**src/rtl/cache_bus_burst.sv**
```systemverilog
// rtl/cache_bus_burst.sv - cache line fetch/writeback to one incrementing AHB-Lite burst
// Address phases of beat k overlap the data phase of beat k-1; LAST drains the final data phase.
module cache_bus_burst #(
    parameter int PA_BITS = 56,
    parameter int AHBW    = 64,
    parameter int LINELEN = 512
) (
    input  logic                                 clk,
    input  logic                                 reset,
    input  logic [1:0]                           CacheBusRW,
    input  logic [PA_BITS-1:0]                   CacheBusAdr,
    input  logic                                 FlushStage,
    input  logic [AHBW-1:0]                      CacheReadData,
    output logic                                 CacheBusAck,
    output logic                                 CacheBusCommitted,
    output logic                                 SelBusBeat,
    output logic [$clog2(LINELEN/AHBW)-1:0]      BeatCount,
    output logic [LINELEN-1:0]                   FetchBuffer,
    output logic [PA_BITS-1:0]                   HADDR,
    output logic [1:0]                           HTRANS,
    output logic                                 HWRITE,
    output logic [2:0]                           HSIZE,
    output logic [2:0]                           HBURST,
    output logic [AHBW-1:0]                      HWDATA,
    input  logic [AHBW-1:0]                      HRDATA,
    input  logic                                 HREADY
);

    localparam int BEATSPERLINE = LINELEN / AHBW;
    localparam int LOGBWPL      = $clog2(BEATSPERLINE);
    localparam int OFFSETLEN    = $clog2(LINELEN / 8);
    localparam int BYTEBITS     = $clog2(AHBW / 8);
    localparam int LINEADRW     = PA_BITS - OFFSETLEN;

    localparam logic [LOGBWPL-1:0] LAST_BEAT = LOGBWPL'(BEATSPERLINE - 1);
    localparam logic [2:0] BURST_TYPE =
        (BEATSPERLINE == 1)  ? 3'b000 :
        (BEATSPERLINE == 4)  ? 3'b011 :
        (BEATSPERLINE == 8)  ? 3'b101 :
        (BEATSPERLINE == 16) ? 3'b111 : 3'b001;

    typedef enum logic [1:0] {
        S_IDLE,
        S_ADR,
        S_LAST
    } state_t;

    state_t               state_q, state_d;
    logic [LINEADRW-1:0]  line_adr_q, line_adr_d;
    logic                 wr_q, wr_d;
    logic [LOGBWPL-1:0]   adr_beat_q, adr_beat_d;
    logic [LOGBWPL-1:0]   data_beat_q, data_beat_d;
    logic                 data_valid_q, data_valid_d;
    logic [AHBW-1:0]      hwdata_q, hwdata_d;
    logic [LINELEN-1:0]   fetch_buffer_q, fetch_buffer_d;
    logic                 ack;

    // Line offset bits of the request address are zero by contract.
    logic unused_adr_bits;
    assign unused_adr_bits = &{1'b0, CacheBusAdr[OFFSETLEN-1:0]};

    always_comb begin
        state_d        = state_q;
        line_adr_d     = line_adr_q;
        wr_d           = wr_q;
        adr_beat_d     = adr_beat_q;
        data_beat_d    = data_beat_q;
        data_valid_d   = data_valid_q;
        hwdata_d       = hwdata_q;
        fetch_buffer_d = fetch_buffer_q;
        ack            = 1'b0;

        case (state_q)
            S_IDLE: begin
                if ((CacheBusRW != 2'b00) && !FlushStage) begin
                    state_d    = S_ADR;
                    line_adr_d = CacheBusAdr[PA_BITS-1:OFFSETLEN];
                    wr_d       = CacheBusRW[0];
                    adr_beat_d = '0;
                end
            end
            S_ADR: begin
                if (HREADY) begin
                    data_beat_d  = adr_beat_q;
                    data_valid_d = 1'b1;
                    adr_beat_d   = adr_beat_q + LOGBWPL'(1);
                    if (wr_q) begin
                        hwdata_d = CacheReadData;
                    end
                    if (adr_beat_q == LAST_BEAT) begin
                        state_d = S_LAST;
                    end
                end
            end
            S_LAST: begin
                if (HREADY) begin
                    ack          = 1'b1;
                    data_valid_d = 1'b0;
                    state_d      = S_IDLE;
                end
            end
            default: state_d = S_IDLE;
        endcase

        // Read data completes whenever the bus is ready during an open data phase.
        if (data_valid_q && HREADY && !wr_q) begin
            fetch_buffer_d[data_beat_q*AHBW +: AHBW] = HRDATA;
        end
    end

    always_ff @(posedge clk or negedge reset) begin
        if (!reset) begin
            state_q        <= S_IDLE;
            line_adr_q     <= '0;
            wr_q           <= 1'b0;
            adr_beat_q     <= '0;
            data_beat_q    <= '0;
            data_valid_q   <= 1'b0;
            hwdata_q       <= '0;
            fetch_buffer_q <= '0;
        end else begin
            state_q        <= state_d;
            line_adr_q     <= line_adr_d;
            wr_q           <= wr_d;
            adr_beat_q     <= adr_beat_d;
            data_beat_q    <= data_beat_d;
            data_valid_q   <= data_valid_d;
            hwdata_q       <= hwdata_d;
            fetch_buffer_q <= fetch_buffer_d;
        end
    end

    assign HADDR             = {line_adr_q, adr_beat_q, {BYTEBITS{1'b0}}};
    assign HTRANS            = (state_q != S_ADR)     ? 2'b00 :
                               (adr_beat_q == '0)     ? 2'b10 : 2'b11;
    assign HWRITE            = (state_q == S_ADR) & wr_q;
    assign HSIZE             = 3'(BYTEBITS);
    assign HBURST            = BURST_TYPE;
    assign HWDATA            = hwdata_q;
    assign FetchBuffer       = fetch_buffer_q;
    assign BeatCount         = adr_beat_q;
    assign CacheBusAck       = ack;
    assign CacheBusCommitted = (state_q != S_IDLE);
    assign SelBusBeat        = (state_q != S_IDLE) & wr_q;

endmodule
```
**config.mk**
```make
export PLATFORM = sky130hd
export DESIGN_NAME = cache_bus_burst
export DESIGN_NICKNAME = d
export VERILOG_FILES = /design/src/rtl/cache_bus_burst.sv
export SDC_FILE = /design/constraint.sdc
export NUM_CORES = 1
export LEC_CHECK = 0
export CAP_MARGIN = 20
export CORE_AREA = 8 8 321 323
export DETAILED_ROUTE_END_ITERATION = 10
export DIE_AREA = 0 0 329 331
export GPL_ROUTABILITY_DRIVEN = 0
export PLACE_DENSITY = 0.48
export SLEW_MARGIN = 15
export SYNTH_ARGS = -nofsm -noshare
export SYNTH_HDL_FRONTEND = slang
export SYNTH_SLANG_ARGS = --single-unit
```
**constraint.sdc**
```tcl
create_clock -name clk -period 4.12 [get_ports clk]
set_clock_uncertainty 0.05 [all_clocks]
set_input_delay 0.618 -clock clk [delete_from_list [all_inputs] [get_ports clk]]
set_output_delay 0.618 -clock clk [all_outputs]
set_load 0.01 [all_outputs]
```
After elaboration in Yosys (flattened, before gate mapping)
Cells that the tools add are included.
Widths: inputs -> output; s select.
{ "totals": {"ff_bits": 636, "latchBits": 0, "ramBits": 0, "mem_bits_ro": 0, "input_bits": 190, "output_inout_bits": 647, "elab_cells": 55, "memories": 0} }
{ "classes": {"addsub": 2, "n_mul": 0, "div_mod_pow": 0, "order_cmp": 0, "eq_ne": 8, "shift": 2, "muxes": 16, "n_bitwise": 2, "n_reduce_logical": 17} }
{ "op_table": {"columns": ["cell", "count"], "rows": [
  ["$bwmux 512", 1],
  ["$shift 64x34->512 const A", 1],
  ["$shiftx 64x34->512", 1],
  ["$neg 9->34", 1],
  ["$mux 2", 5],
  ["$reduce_and 3->1", 3],
  ["$ne 2x2->1 const B", 4],
  ["$reduce_bool 2->1", 4],
  ["$mux 3", 2],
  ["$pmux 2 s3", 1],
  ["$pmux 3 s2", 1],
  ["$mux 1", 5],
  ["$reduce_and 2->1", 2],
  ["$reduce_and 4->1", 1],
  ["$add 3x1->3 const B", 1],
  ["$eq 3x3->1 const B", 1],
  ["$logic_and 1x1->1", 3],
  ["$logic_not 3->1", 1],
  ["$and 1x1->1", 2],
  ["$eq 2x1->1 const B", 1],
  ["$eq 2x2->1 const B", 1],
  ["$logic_not 1->1", 2],
  ["$logic_not 2->1", 1],
  ["$ne 2x1->1 const B", 1],
  ["$pmux 1 s2", 1]
]} }

Longest topological paths before layout
Gate-level depths: netlist of the first run.
{ "depth": {"word_depth": 4, "mapped_depth": 9} }

Least setup slack after synthesis of the first run
No wires, ideal clock.
{ "synth_timing": {"path_type": "reg2reg", "start": "reg data_beat_q[0]", "end": "reg fetch_buffer_q[310], in the netlist FetchBuffer[310]", "setup_ps": 125, "t_arrival_ps": 2583, "required_time_ps": 3945, "setup_slack_ps": 1361, "path_stages_with_launch": 10, "path_buffers": 3, "synth_period_minus_slack_ps": 2759, "path_cell_list": "dfrtp_1 buf_4 inv_1 ha_1 ha_1 buf_6 nand4bb_4 nor4_4 buf_6 mux2_4"} }
{ "synth_via": {"elab_chain_cells": 3} }
{ "synth_rtl": {"columns": ["item", "line", "rtl"], "rows": [
  ["start, declared", "52", "logic [LOGBWPL-1:0] data_beat_q, data_beat_d;"],
  ["start signal, assigned", "126", "data_beat_q <= data_beat_d;"],
  ["$neg 9->34 *", "107", "fetch_buffer_d[data_beat_q*AHBW +: AHBW] = HRDATA;"],
  ["$shiftx 64x34->512 / $shift 64x34->512 (equally long branches)", "107", null],
  ["$bwmux 512 *", "107", null],
  ["end signal, assigned", "129", "fetch_buffer_q <= fetch_buffer_d;"],
  ["end, declared", "55", "logic [LINELEN-1:0] fetch_buffer_q, fetch_buffer_d;"]
]} }
Every way passes the cells marked *; elsewhere a longest branch is shown, timed or not.
A chain may end at the register's enable or synchronous reset.

Final worst setup path of the first run
{ "layout_timing": {"start": "reg data_beat_q[0]", "end": "reg fetch_buffer_q[164], in the netlist FetchBuffer[164]"} }
Same word-level chain as after synthesis.

==> reports/summary.txt, run 1 <==
status: completed
core area: 97700 sq um
Slew headroom: 0.428
register clock-pin slew on the reported worst setup and hold paths: 0.05 ns
post-layout net count: 2573
area added between synthesis and finish: 49.5%
portion of total power attributed to the clock network: 0.238
source-to-sink clock delay at the later pin of the worst-skew pair: 0.63 ns
Max Clk Rate: 299 MHz
Root Buffer Master: clkbuf_16
Synthesis Warnings: 0
combined area of all synthesized cells: 24800 sq um
total power of the final layout: 0.0286 W
routed via count divided by cell count: 4.31
reported max-cap violation count: 0
endpoints failing setup: 0
final number of hold-violating endpoints: 0
post-route antenna net violation count: 0
worst-path maximum fanout: 64
peak supply drop: 0.000451 V
power share of the sequential group: 0.350
Port Buffers: 821
starting density of the core: 0.254
CP bufs+invs: 2
largest family of logic cells by synthesized area: multiplexers
wire length of the first global-routing pass: 135000 um
area taken by flip-flops and latches: 15900 sq um
number of core rows: 115
number of resized instances in the post-cts repair step: 0
final critical delay including setup and external delays: 3.35 ns
hold buffers post-CTS: 1
setup repair after global routing missed its margin: false
horizontal die dimension: 329 um
number of antenna violations at the first check in global routing: 13
number of iterations in the first detailed-routing pass: 4
fraction of layout instances using a drive strength above 1: 0.316
net load switching power: 0.00927 W
area share of and/or/nand/nor cells after synthesis: 0.0404
startpoint types: flop
Post-Synth XOR/XNOR Area: 0
number of distinct library cells after synthesis: 30
DP HPWL: 69400 um
GRT Total Usage: 0.169
Post-CTS Setup Inserts: 0
fraction of synthesized area in multiplexers: 0.286
adder and majority gate portion of the synthesized area: 0.00302
number of global-route vias before repair: 17900
filler cell count: 9264
class of the most critical hold timing path: reg2reg
share of the clock period used by the worst path: 0.813
actual transition at the worst max-transition pin: 0.858 ns
most instantiated library cell after synthesis: dfrtp_1
CTS Buffer Depth: 3
grt total ovfl: 0
Combinational Power Share: 0.412
DIE AREA: 109000 sq um
CP Data Required Time: 4.56 ns
clock tree from TritonCTS: done
vertical die dimension: 331 um
cell types occupying the most area after synthesis: dfrtp_1 (64%), mux2_2 (27%), and2_1 (2.4%)
clock sink total: 636
kind of critical path: reg2reg
power per cell area: 772 nW/um^2
Final TNS setup: 0 ns
largest area contributor in the netlist: dfrtp_1
crit path cell chain: inv_1 -> ha_1 -> ha_1 -> nand4bb_4 -> nor4_4 -> buf_12 -> mux2_2
area fraction in compound gates after synthesis: 0.00222
leading post-synthesis cells by instance count: dfrtp_1 (636), mux2_2 (595), and2_1 (95), buf_6 (31), buf_2 (25)
most common flop cell mapped by yosys: dfrtp_1
initial DRC count: 727
Critical Path Slowest Stage Cell: dfrtp_1
Final Max Slew Viols: 0
synthesized flop and latch total: 636
share of the synthesized area in the top cell type: 0.641
final wirelength: 95700 um
total clock buffers created by CTS: 76
critical path's largest stage delay: 0.66 ns
syn avg cell area: 16.3 sq um
data arrival time of the critical path: 3.79 ns
Int Pwr: 0.0194 W
kind of end point of the critical path: flop
Wirelength per Cell: 25.7 um
Static Leakage: 16.5 nW
portion of the post-synthesis area used by sequential elements: 0.641
Post-synth EDFFs: 0
sw frac: 0.324
CP dominant cell by count: ha_1
total I/O pin count: 837
number of remaining DRC errors: 0
H-tree lvl count: 3
routed via count: 16100
top cell family by delay on the critical path: buffers and inverters
area used by multi-input combinational logic: 8290 sq um
Async SR Flop Fraction: 1.00
largest net degree at the start of global routing: 97
synthesized netlist cell count: 1524
path summary, 6_finish.rpt:
kind | startpoint | to | slack (ns) | cells past startpoint
max reg2reg | data_beat_q[0] | FetchBuffer[164] | 0.77 | 7
min reg2reg | FetchBuffer[350] | FetchBuffer[350] | 0.43 | 1
max | data_beat_q[0] | FetchBuffer[164] | 0.77 | 7
min | FetchBuffer[350] | FetchBuffer[350] | 0.43 | 1
min in group asynchronous | reset | FetchBuffer[425] | 0.59 | 2
max in group asynchronous | reset | data_beat_q[0] | 2.23 | 3
layout by cell type, fill, tap and decap left out, types with 2 or more instances in the layout:
master,instances
and2_1,95
and3_1,14
buf_12,18
buf_4,16
bufinv_16,4
clkbuf_1,17
clkbuf_16,79
clkbuf_8,21
clkdlybuf4s50_1,820
clkinv_2,10
clkinv_8,2
conb_1,9
dfrtp_1,636
diode_2,6
ha_1,6
inv_1,8
inv_6,2
mux2_1,22
mux2_2,595
mux2_4,10
nand2_1,8
nand2b_1,3
nand3_1,4
nand3b_1,2
nor2_1,4
nor4_4,6
o21ai_0,8
layout make-up:
type,count,share of cell area
Multi-Input combinational cell,799,0.223
Antenna cell,6,0.000404
Inverter,8,0.000809
Timing Repair Buffer,856,0.235
Clock inverter,18,0.00593
Sequential cell,636,0.429
Clock buffer,117,0.0628
Tap cell,1287,0.0434
flip-flops by register name, indices dropped and copies added, names as in the netlist:
| register | count |
|---|---|
| BeatCount | 3 |
| data_valid_q | 1 |
| FetchBuffer | 512 |
| line_adr_q | 50 |
| HWDATA | 64 |
| state_q | 2 |
| data_beat_q | 3 |
| wr_q | 1 |
per-stage QoR:
| stage | instances | utilization | instance area, sq um | setup slack [ns] | hold slack [ns] |
|---|---|---|---|---|---|
| floorplan | 1531 | - | 24900 | 1.36 | 0.272 |
| global placement | 3585 | 0.354 | 34500 | 0.783 | 0.422 |
| detailed placement | 3585 | 0.354 | 34500 | 0.751 | 0.424 |
| CTS | 3721 | 0.380 | 37100 | 0.733 | 0.438 |
| global route | 3724 | 0.380 | 37100 | 0.626 | 0.450 |
| finish | 3727 | 0.380 | 37100 | 0.772 | 0.434 |
cells by family after synthesis:
group,count (synthesis)
flops,636
compound gates,10
mux,627
other cells,2
fa+ha+maj,6
simple gates,147
buf+inv,96
power by group through the flow:
stage | Sequential (W) | Combinational (W) | Clock (W)
floorplan | 0.0110 | 0.00357 | 0
global placement | 0.0100 | 0.0120 | 0
detailed placement | 0.0101 | 0.0121 | 0
CTS | 0.0100 | 0.0121 | 0.00705
global route | 0.0104 | 0.0125 | 0.00729
finish | 0.0100 | 0.0118 | 0.00681
per-layer routing:
layer / track usage / share of wire / vias up
met5: 0 / 0.00043 / -
met4: 0.0510 / 0.023 / 6
met3: 0.0589 / 0.087 / 105
met2: 0.305 / 0.52 / 604
met1: 0.188 / 0.37 / 8307
li1: - / - / 7048
Power figures use the tool's default switching activity.
==> run 2: changes to the inputs <==
- CORE_AREA: 8 8 321 323 -> 8 8 322 324
- DIE_AREA: 0 0 329 331 -> 0 0 330 332
- PLACE_DENSITY: 0.48 -> 0.47
- clock period: 4.12 -> 3.4 ns (I/O delays scaled with it)
==> reports/summary.txt, run 2 (same netlist as run 1, synthesis figures left out) <==
total I/O pin count: 837
portion of total power attributed to the clock network: 0.241
end of the worst register-to-register path: FetchBuffer[409]
initial DRC count: 520
routed via count divided by cell count: 4.28
Critical Path Slowest Stage Cell: clkdlybuf4s50_1
DP HPWL: 70600 um
starting density of the core: 0.251
number of antenna violations at the first check in global routing: 12
final critical delay including setup and external delays: 2.91 ns
crit path cell chain: nor2b_1 -> buf_4 -> and2_1 -> clkdlybuf4s50_1
sw frac: 0.322
power per cell area: 934 nW/um^2
reported max-cap violation count: 0
grt total ovfl: 0
Static Leakage: 16.5 nW
max FFs per register: 512
placed instance area: 34700 sq um
number of iterations in the first detailed-routing pass: 4
post-route antenna net violation count: 0
vertical die dimension: 332 um
worst path setup slack after routing: 0.490 ns
source-to-sink clock delay at the later pin of the worst-skew pair: 0.62 ns
number of remaining DRC errors: 0
number of global-route vias before repair: 17900
GRT Total Usage: 0.170
peak supply drop: 0.000434 V
Worst Hold Margin: 0.411 ns
filler cell count: 9382
global routing met1 resource utilization: 0.187
number of core rows: 116
kind of critical path: reg2out
status: completed
most frequent standard cell in the layout excluding fill and tap cells: clkdlybuf4s50_1
class of the most critical hold timing path: in2async
Final TNS setup: 0 ns
final wirelength: 95600 um
worst-path maximum fanout: 7
most used cells in the layout excluding fill and tap cells: clkdlybuf4s50_1 (820), dfrtp_1 (636), mux2_2 (595), and2_1 (95), clkbuf_16 (76)
cell depth of the worst flop-to-flop path: 7
post-layout net count: 2579
CP Data Required Time: 2.84 ns
wire length of the first global-routing pass: 136000 um
share of the clock period used by the worst path: 0.856
Int Pwr: 0.0236 W
startpoint types: flop
data arrival time of the critical path: 2.35 ns
CTS Buffer Depth: 3
number of resized instances in the post-cts repair step: 0
power share of the sequential group: 0.347
horizontal die dimension: 330 um
register-to-register path setup slack: 0.63 ns
final number of hold-violating endpoints: 0
Port Buffers: 821
Root Buffer Master: clkbuf_16
endpoints failing setup: 0
peak-usage layer in the global routing report: met2
utilization after layout: 0.376
routed via count: 16000
met3 Usage GRT: 0.0670
Max Clk Rate: 344 MHz
Wirelength per Cell: 25.5 um
area added between synthesis and finish: 50.1%
clock sink total: 636
critical path's largest stage delay: 0.57 ns
core area: 99000 sq um
Placement Setup Slack: 0.388 ns
net load switching power: 0.0112 W
Post-CTS Setup Inserts: 0
finished layout cell area: 37300 sq um
GR met2 Demand/Resource: 0.291
setup repair after global routing missed its margin: false
Combinational Power Share: 0.412
H-tree lvl count: 3
clock tree from TritonCTS: done
kind of end point of the critical path: primary output
Slew headroom: 0.513
actual transition at the worst max-transition pin: 0.730 ns
register clock-pin slew on the reported worst setup and hold paths: 0.06 ns
startpoint of the worst-slack reg-to-reg timing path: data_beat_q[0]
total clock buffers created by CTS: 75
largest net degree at the start of global routing: 110
DIE AREA: 110000 sq um
fraction of layout instances using a drive strength above 1: 0.320
Final Max Slew Viols: 0
[run 2: cell types whose count changed in the layout (fill, tap and decap cells not counted), sizes merged]
cell | before | now
inv | 10 | 14
buf | 35 | 42
clkinvlp | 0 | 2
clkbuf | 117 | 105
clkinv | 12 | 10
diode | 6 | 7
bufinv | 4 | 8
[run 2: worst max-delay path by stage]
stage / end / slack, ns / from
global route: HWRITE / 0.33 / state_q[0]
global placement: FetchBuffer[92] / 0.41 / HREADY
detailed placement: FetchBuffer[88] / 0.39 / HREADY
finish: HWRITE / 0.49 / state_q[1]
floorplan: FetchBuffer[310] / 0.64 / data_beat_q[0]
CTS: HWRITE / 0.39 / state_q[1]
[run 2: what timing repair did]
item | CTS | global route
hold endpoints to repair | 54 | 0
hold buffers | 1 | 0
setup endpoints to repair | 0 | 0
[run 2: power groups by stage]
stage	clock (W)	sequential, W	combinational, W
2_1_floorplan	0	0.0134	0.00432
3_3_place_gp	0	0.0121	0.0146
3_5_place_dp	0	0.0122	0.0147
4_1_cts	0.00871	0.0121	0.0147
5_1_grt	0.00903	0.0125	0.0152
6_report	0.00839	0.0121	0.0143
[run 2: final cells by class]
class / instances / area, sq um / area share
Sequential cell: 636 / 15900 / 0.427
Timing Repair Buffer: 863 / 8800 / 0.236
Tap cell: 1298 / 1620 / 0.0436
Multi-Input combinational cell: 799 / 8300 / 0.223
Clock inverter: 26 / 380 / 0.0102
Inverter: 8 / 30.0 / 0.000806
Antenna cell: 7 / 17.5 / 0.000470
Clock buffer: 105 / 2190 / 0.0588
[run 2: metal layers]
metal | vias to the layer above | part of all wire
li1 | 7047 | -
met1 | 8229 | 0.37
met2 | 583 | 0.50
met3 | 137 | 0.094
met4 | 2 | 0.037
met5 | - | 0.00020
[run 2: per-stage QoR]
step           power, W  std cells
6_report         0.0348       3742
5_1_grt          0.0367       3737
4_1_cts          0.0356       3735
3_5_place_dp     0.0269       3603
3_3_place_gp     0.0266       3603
2_1_floorplan    0.0177       1531
[run 2: worst max-delay path: cells and delay by family (launching register included)]
family | cells | cell delay [ns]
and+or+nand+nor | 2 | 0.51
buffers and inverters | 2 | 0.82
DFF | 1 | 0.39
==> run 3: changes to the inputs <==
- CTS_BUF_LIST: not set -> sky130_fd_sc_hd__clkbuf_16
==> reports/summary.txt, run 3 (same netlist as run 1, synthesis figures left out) <==
GRT Total Usage: 0.170
clock tree from TritonCTS: done
routed via count: 16000
final number of hold-violating endpoints: 0
setup repair after global routing missed its margin: false
number of remaining DRC errors: 0
Max Clk Rate: 343 MHz
number of iterations in the first detailed-routing pass: 4
routed via count divided by cell count: 4.28
initial DRC count: 505
share of the clock period used by the worst path: 0.858
Final Max Slew Viols: 0
clock sink total: 636
power per cell area: 926 nW/um^2
worst-path maximum fanout: 7
number of antenna violations at the first check in global routing: 12
total clock buffers created by CTS: 75
crit path cell chain: nor2b_1 -> buf_4 -> and2_1 -> clkdlybuf4s50_1
horizontal die dimension: 330 um
area added between synthesis and finish: 49.4%
number of resized instances in the post-cts repair step: 0
utilization after layout: 0.375
Worst Hold Margin: 0.417 ns
peak supply drop: 0.000436 V
Root Buffer Master: clkbuf_16
capture point of the critical path: HWRITE
actual transition at the worst max-transition pin: 0.740 ns
DIE AREA: 110000 sq um
portion of total power attributed to the clock network: 0.231
register-to-register path setup slack: 0.62 ns
startpoint of the worst-slack reg-to-reg timing path: data_beat_q[0]
Combinational Power Share: 0.417
end of the worst register-to-register path: FetchBuffer[291]
number of global-route vias before repair: 17900
post-route antenna net violation count: 0
Slew headroom: 0.506
CP Data Required Time: 2.84 ns
cell depth of the worst flop-to-flop path: 7
reported max-cap violation count: 0
endpoints failing setup: 0
sw frac: 0.326
Int Pwr: 0.0232 W
total I/O pin count: 837
power share of the sequential group: 0.352
Final TNS setup: 0 ns
Port Buffers: 821
net load switching power: 0.0112 W
Wirelength per Cell: 25.6 um
largest net degree at the start of global routing: 110
core area: 99000 sq um
number of core rows: 116
critical path's largest stage delay: 0.57 ns
CTS Buffer Depth: 3
register clock-pin slew on the reported worst setup and hold paths: 0.06 ns
status: completed
class of the most critical hold timing path: in2async
fraction of layout instances using a drive strength above 1: 0.312
max FFs per register: 512
most used cells in the layout excluding fill and tap cells: clkdlybuf4s50_1 (820), dfrtp_1 (636), mux2_2 (595), and2_1 (95), clkbuf_16 (76)
post-layout net count: 2579
wire length of the first global-routing pass: 136000 um
startpoint types: flop
kind of end point of the critical path: primary output
Critical Path Slowest Stage Cell: clkdlybuf4s50_1
final critical delay including setup and external delays: 2.92 ns
vertical die dimension: 332 um
grt total ovfl: 0
H-tree lvl count: 3
most frequent standard cell in the layout excluding fill and tap cells: clkdlybuf4s50_1
Static Leakage: 16.5 nW
kind of critical path: reg2out
Critical Path Start: state_q[0]
data arrival time of the critical path: 2.36 ns
source-to-sink clock delay at the later pin of the worst-skew pair: 0.62 ns
total power of the final layout: 0.0344 W
starting density of the core: 0.251
final wirelength: 95600 um
DP HPWL: 70600 um
[run 3: changes by cell type in the layout (fill, tap and decap cells not counted), sizes merged]
cell    delta
clkbuf    -29
clkinv    +18
inv       +11
[run 3: cell type report]
class	count	area, sq um
antenna	7	17.5
clock buffer	76	1900
clock inverter	55	489
fill	9399	61900
inverter	8	30.0
multi-input combinational	799	8300
sequential	636	15900
tap	1298	1620
timing repair buffer	863	8800
[run 3: power by group through the flow]
| stage | Sequential [W] | Clock (W) | Combinational (W) |
|---|---|---|---|
| global route | 0.0125 | 0.00858 | 0.0152 |
| floorplan | 0.0134 | 0 | 0.00432 |
| CTS | 0.0121 | 0.00826 | 0.0147 |
| global placement | 0.0121 | 0 | 0.0146 |
| finish | 0.0121 | 0.00794 | 0.0143 |
| detailed placement | 0.0122 | 0 | 0.0147 |
[run 3: worst min-delay path by stage]
| stage | endpoint | slack (ns) | depth (start not counted) |
|---|---|---|---|
| after floorplan | BeatCount[0] | 0.16 | 0 |
| after global placement | FetchBuffer[232] | 0.42 | 1 |
| after detailed placement | FetchBuffer[306] | 0.43 | 1 |
| after CTS | HWDATA[33] | 0.37 | 2 |
| after global routing | HWDATA[37] | 0.39 | 2 |
| final | FetchBuffer[169] | 0.42 | 2 |
[run 3: layer usage]
layer,wire length (um),vias to the layer above,global-route usage
met5,19,-,0
met4,3530,2,0.0672
met3,9160,133,0.0673
met2,47500,594,0.291
met1,35500,8239,0.187
li1,-,7055,-
[run 3: critical path, delay by kind of cell (launching register included)]
kind / cells / cell delay [ns]
simple gates: 2 / 0.54
flops: 1 / 0.37
buf+inv: 2 / 0.82
[run 3: repair_timing]
action                     CTS  global route
setup endpoints to repair    0             0
hold endpoints to repair    54             0
setup buffers                0             0
hold buffers                 1             0
[run 3: per-stage QoR]
step | cells | instance area [sq um] | setup slack [ns]
4_1_cts | 3735 | 37100 | 0.388
2_1_floorplan | 1531 | 24900 | 0.641
3_3_place_gp | 3603 | 34700 | 0.409
6_report | 3742 | 37100 | 0.484
5_1_grt | 3737 | 37100 | 0.330
3_5_place_dp | 3603 | 34700 | 0.388
